[config.mk]
export PLATFORM = sky130hd
export DESIGN_NAME = des_sbox_compress_seq
export DESIGN_NICKNAME = d
export VERILOG_FILES = /design/src/rtl/des_sbox_compress_seq.sv
export SDC_FILE = /design/constraint.sdc
export NUM_CORES = 1
export LEC_CHECK = 0
export BUFFER_PORTS_ARGS = -buffer_cell sky130_fd_sc_hd__buf_2
export CAP_MARGIN = 25
export CELL_PAD_IN_SITES_DETAIL_PLACEMENT = 0
export CELL_PAD_IN_SITES_GLOBAL_PLACEMENT = 1
export CORE_MARGIN = 4
export CORE_UTILIZATION = 47
export DETAILED_ROUTE_END_ITERATION = 10
export PLACE_DENSITY = 0.94
export SYNTH_ARGS = -nofsm -noshare
export SYNTH_HDL_FRONTEND = slang
export SYNTH_SLANG_ARGS = --single-unit
[constraint.sdc]
create_clock -name clk -period 6.6 [get_ports clk]
set_clock_uncertainty 0.1 [all_clocks]
set_input_delay 0.66 -clock clk [delete_from_list [all_inputs] [get_ports clk]]
set_output_delay 0.66 -clock clk [all_outputs]
set_load 0.01 [all_outputs]
[src/rtl/des_sbox_compress_seq.sv]
// DES S-box compression stage: 48-bit (E(R) xor K) word in, 32-bit word out.
// One shared lookup datapath evaluates SBOX_PER_CYCLE S-boxes per clock,
// then the result is optionally passed through the DES P permutation.
//
// Handshake: a transfer happens on the rising clock edge where valid and
// ready are both high; valid is never withdrawn by the DUT until that edge,
// data is stable while valid is high, and ready/valid depend on state only.
module des_sbox_compress_seq #(
    parameter int SBOX_PER_CYCLE = 1,
    parameter int APPLY_P        = 1
) (
    input  logic        clk,
    input  logic        reset_n,
    input  logic        in_valid,
    output logic        in_ready,
    input  logic [1:48] in_data,
    output logic        out_valid,
    input  logic        out_ready,
    output logic [1:32] out_data,
    output logic        busy,
    output logic [1:0]  dbg_state
);

    // Only divisors of 8 give a whole number of SUB cycles.
    if (!(SBOX_PER_CYCLE == 1 || SBOX_PER_CYCLE == 2 ||
          SBOX_PER_CYCLE == 4 || SBOX_PER_CYCLE == 8)) begin : g_bad_spc
        $error("des_sbox_compress_seq: SBOX_PER_CYCLE must be 1, 2, 4 or 8");
    end

    // ST_LOAD is the first cycle of the DONE phase: it registers the final
    // (optionally permuted) word so out_data never sees a combinational path.
    localparam logic [1:0] ST_IDLE = 2'd0;
    localparam logic [1:0] ST_SUB  = 2'd1;
    localparam logic [1:0] ST_LOAD = 2'd2;
    localparam logic [1:0] ST_DONE = 2'd3;

    localparam logic [3:0] STEP = 4'(SBOX_PER_CYCLE);

    // Each table holds 64 nibbles indexed by {row, column}; entry 0 is the MSB nibble.
    localparam logic [255:0] S1 = 256'hE4D12FB83A6C5907_0F74E2D1A6CB9538_41E8D62BFC973A50_FC8249175B3EA06D;
    localparam logic [255:0] S2 = 256'hF18E6B34972DC05A_3D47F28EC01A69B5_0E7BA4D158C6932F_D8A13F42B67C05E9;
    localparam logic [255:0] S3 = 256'hA09E63F51DC7B428_D709346A285ECBF1_D6498F30B12C5AE7_1AD069874FE3B52C;
    localparam logic [255:0] S4 = 256'h7DE3069A1285BC4F_D8B56F03472C1AE9_A690CB7DF13E5284_3F06A1D8945BC72E;
    localparam logic [255:0] S5 = 256'h2C417AB6853FD0E9_EB2C47D150FA3986_421BAD78F9C5630E_B8C71E2D6F09A453;
    localparam logic [255:0] S6 = 256'hC1AF92680D34E75B_AF427C9561DE0B38_9EF528C3704A1DB6_432C95FABE17608D;
    localparam logic [255:0] S7 = 256'h4B2EF08D3C975A61_D0B7491AE35C2F86_14BDC37EAF680592_6BD814A7950FE23C;
    localparam logic [255:0] S8 = 256'hD2846FB1A93E50C7_1FD8A374C56B0E92_7B419CE206ADF358_21E74A8DFC90356B;

    // Output bit i (1-based, MSB first) takes input bit P_TBL[i-1].
    localparam int P_TBL [32] = '{16,  7, 20, 21, 29, 12, 28, 17,
                                   1, 15, 23, 26,  5, 18, 31, 10,
                                   2,  8, 24, 14, 32, 27,  3,  9,
                                  19, 13, 30,  6, 22, 11,  4, 25};

    function automatic logic [3:0] sbox_lookup(input logic [2:0] idx, input logic [5:0] b);
        logic [5:0]   ent;
        logic [255:0] tbl;
        ent = {b[5], b[0], b[4:1]};
        case (idx)
            3'd0:    tbl = S1;
            3'd1:    tbl = S2;
            3'd2:    tbl = S3;
            3'd3:    tbl = S4;
            3'd4:    tbl = S5;
            3'd5:    tbl = S6;
            3'd6:    tbl = S7;
            default: tbl = S8;
        endcase
        return tbl[4*(63 - int'(ent)) +: 4];
    endfunction

    function automatic logic [31:0] p_permute(input logic [31:0] x);
        logic [31:0] y;
        y = '0;
        for (int i = 1; i <= 32; i++) begin
            y[32 - i] = x[32 - P_TBL[i-1]];
        end
        return y;
    endfunction

    logic [1:0]  state_q, state_d;
    logic [2:0]  cnt_q, cnt_d;
    logic [47:0] cap_q, cap_d;
    logic [31:0] acc_q, acc_d;
    logic [31:0] out_q, out_d;

    logic [31:0] acc_lkp;
    logic [2:0]  grp;
    logic        last_grp;

    // Evaluate this cycle's S-box groups and merge them into the accumulator.
    always_comb begin
        acc_lkp = acc_q;
        grp     = '0;
        for (int k = 0; k < SBOX_PER_CYCLE; k++) begin
            grp = cnt_q + 3'(k);
            acc_lkp[4*(7 - int'(grp)) +: 4] = sbox_lookup(grp, cap_q[6*(7 - int'(grp)) +: 6]);
        end
    end

    assign last_grp = (({1'b0, cnt_q} + STEP) == 4'd8);

    // Next-state and datapath control.
    always_comb begin
        state_d = state_q;
        cnt_d   = cnt_q;
        cap_d   = cap_q;
        acc_d   = acc_q;
        out_d   = out_q;
        case (state_q)
            ST_IDLE: begin
                if (in_valid) begin
                    cap_d   = in_data;
                    cnt_d   = '0;
                    acc_d   = '0;
                    state_d = ST_SUB;
                end
            end
            ST_SUB: begin
                acc_d = acc_lkp;
                cnt_d = cnt_q + STEP[2:0];
                if (last_grp) begin
                    state_d = ST_LOAD;
                end
            end
            ST_LOAD: begin
                out_d   = (APPLY_P != 0) ? p_permute(acc_q) : acc_q;
                state_d = ST_DONE;
            end
            ST_DONE: begin
                if (out_ready) begin
                    state_d = ST_IDLE;
                end
            end
            default: state_d = ST_IDLE;
        endcase
    end

    // State and datapath registers; reset discards any word in flight.
    always_ff @(posedge clk or negedge reset_n) begin
        if (!reset_n) begin
            state_q <= ST_IDLE;
            cnt_q   <= '0;
            cap_q   <= '0;
            acc_q   <= '0;
            out_q   <= '0;
        end else begin
            state_q <= state_d;
            cnt_q   <= cnt_d;
            cap_q   <= cap_d;
            acc_q   <= acc_d;
            out_q   <= out_d;
        end
    end

    assign in_ready  = (state_q == ST_IDLE);
    assign out_valid = (state_q == ST_DONE);
    assign busy      = (state_q != ST_IDLE);
    assign out_data  = out_q;
    assign dbg_state = state_q;

endmodule
==> metrics.cfg <==
[outcome]
status = finished clean

[sta]
hold_viol_final = 0
relSlewSlack_pct = 27.1
rsz0062_at_grt = no
tightest_slew_ns = 1.09
fmax_mhz = 166
slew_viol_final = 0
fin_setup_tns_ns = 0
setup_viol_count_final = 0
period_minus_slack_ns = 6.01
fin_crit_sh_pct = 91.0

[clock_network]
path_clk_slew_ns = 0.06
cts-resized-gates = 0
clockBufferDepth = 2
clock-root-buffer = clkbuf_16
cts_num_sinks = 117
cts_buffers = 17
htreeDepth = 4
hold_buffers = 0
cts_setup_buffers = 0
cts_tree = built
clock_latency_ns = 0.42

[detailed_routing]
vias = 9706
wl_mm = 37.1
drcViolationCount = 0
wl_per_cell_um = 26.8
first_pass_iters = 6
antenna_left = 0
drtIter0Drc = 1232
viasPerCell = 7.01

[floorplan]
die_y_um = 149
rows = 51
die_x_um = 149
core_area_sq_um = 19600
initial_core_util_pct = 48.0
die_area_sq_um = 22300
io_pins = 89

[logic_synthesis]
synth_edf_count = 0
syn_avg_cell_area_sq_um = 8.81
synth_cell_type_count = 84
synth_fa_ha_area_share_pct = 3.38
synthMuxAreaShare_pct = 17.5
synth_top_family_by_area = compound AO/OA/AOI/OAI gates
synth_simple_gate_area_share_pct = 16.6
synthesis.area_sq_um = 9400
async_flop_share_pct = 100
mappedNetlistNets = 1142
synthFlopType = dfrtp_1
ys_seq_area_share_pct = 31.2
synth-xor-area-share_pct = 0.0932
yosysWarnings = 0
synth-seq-cells = 117
postSynthCellCount = 1067
synth_compound_area_share_pct = 24.7

[grt]
grt_antenna_before_repair = 0
track_usage_pct = 32.8
grt_start_max_net_pins = 82
gr-total-overflow = 0
grt_pass1_wl_mm = 56.5
grt_pass1_vias = 9421

[critical_path]
crit_fanout = 38
cp_cell_sequence = inv_1 > ha_1 > ha_1 > nor2b_1 > a21oi_1 > and3_1 > buf_4 > nor2_4 > buf_12 > nand2_1 > a2bb2oi_1 > a31oi_1 > o221ai_1 > a311oi_4 > o21ai_1
crit_family = simple AND/OR/NAND/NOR gates
r2r_end = acc_q[30]$_DFFE_PN0P_
crit_cells = 15
crit_slowest_cell = dfrtp_1
path_class = register to register
crit_arrival_ns = 6.18
crit_top_cell = ha_1
end_kind = register
slowest_delay_ns = 0.67
r2r_setup_slack_ns = 0.59
required_ns = 6.78
r2r_cells = 15
critPathBufInv = 3
start_kind = register
reg2reg_from = cnt_q[1]$_DFFE_PN0P_

[layout]
insertedDiodeCount = 0
fin_nets = 1182
syn_to_final_growth_pct = 12.3
layout_common_cells = dfrtp_1, nand2_1, buf_2, mux2_2, nor2_1
drive_gt1_share_pct = 25.8
final_common_cell = dfrtp_1
n_fill_cell = 1788

[min_path]
min_path_type = input pin to asynchronous set/reset pin

[job]
drv_cap = 0

[placement]
gp_congestion = 1.01
dp_hpwl_mm = 25.0
port_buffers = 88

[state kept, by name, indices dropped and copies added, names as in the netlist]
name       count
acc_q         32
out_data      32
cnt_q          3
cap_q         48
dbg_state      2
[per-layer routing]
metal / wire (um) / vias up / GRT usage [%] / share of wire, %
met3: 4190 / 185 / 7.17 / 11
met1: 14300 / 4608 / 44.1 / 39
met5: 0 / - / 0 / 0
li1: - / 4117 / - / -
met2: 16300 / 796 / 49.4 / 44
met4: 2240 / 0 / 17.3 / 6.0
[worst register-to-register path: cells and delay by family (launching register included)]
kind	cells	cell delay, ns
buffers and inverters	3	0.94
AOI/OAI and AO/OA	6	1.60
and+or+nand+nor	4	1.60
DFF	1	0.67
adders and majority gates	2	0.97
[worst max-delay path by stage]
stage | start | slack (ns) | end
2_1_floorplan | cnt_q[0]$_DFFE_PN0P_ | 1.65 | acc_q[10]$_DFFE_PN0P_
3_3_place_gp | cnt_q[1]$_DFFE_PN0P_ | 0.91 | acc_q[6]$_DFFE_PN0P_
3_5_place_dp | cnt_q[1]$_DFFE_PN0P_ | 0.81 | acc_q[26]$_DFFE_PN0P_
4_1_cts | cnt_q[1]$_DFFE_PN0P_ | 0.74 | acc_q[30]$_DFFE_PN0P_
5_1_grt | cnt_q[1]$_DFFE_PN0P_ | 0.29 | acc_q[10]$_DFFE_PN0P_
6_report | cnt_q[1]$_DFFE_PN0P_ | 0.59 | acc_q[30]$_DFFE_PN0P_
[cell families after synthesis]
kind of cell             Yosys count
adder cells (fa/ha/maj)           23
XOR/XNOR                           1
AND/OR/NAND/NOR                  335
flip-flops                       117
AO/OA/AOI/OAI                    331
multiplexers                     141
buffers and inverters            119
[final cells by class]
type / count / area [sq um] / share of cell area [%]
Timing Repair Buffer: 125 / 746 / 7.07
Clock buffer: 17 / 425 / 4.03
Multi-Input combinational cell: 831 / 5860 / 55.6
Sequential cell: 117 / 2930 / 27.8
Inverter: 15 / 56.3 / 0.534
Tap cell: 265 / 332 / 3.14
Clock inverter: 15 / 201 / 1.91
[cell usage after synthesis, types with 13 or more instances]
| cell | instances | area (sq um) |
|---|---|---|
| mux2i_1 | 44 | 440 |
| nor2_1 | 78 | 293 |
| a21oi_1 | 60 | 300 |
| dfrtp_1 | 117 | 2930 |
| clkbuf_1 | 52 | 195 |
| o21ai_0 | 51 | 255 |
| buf_2 | 24 | 120 |
| ha_1 | 19 | 238 |
| a211oi_1 | 18 | 135 |
| mux2_2 | 85 | 957 |
| nor3_1 | 33 | 165 |
| o211ai_1 | 20 | 150 |
| inv_1 | 14 | 52.6 |
| o21ai_1 | 29 | 145 |
| a22oi_1 | 13 | 97.6 |
| nand3_1 | 38 | 190 |
| o221ai_1 | 13 | 114 |
| nand2_1 | 116 | 435 |
[through the flow]
step                      cells  hold WS (ns)  setup WS, ns  cell area, sq um  utilization (%)
after CTS                  1384         0.143         0.738             10500             53.8
final                      1385         0.123         0.592             10600             53.9
after detailed placement   1352         0.376         0.808              9910             50.6
after global routing       1385         0.166         0.292             10600             53.9
after global placement     1352         0.361         0.911              9910             50.6
after floorplan            1067         0.264          1.65              9400                -
Power is left out: the tool's default activity adds up to more than one toggle a clock period on the data nets, which glitch-free logic cannot reach.
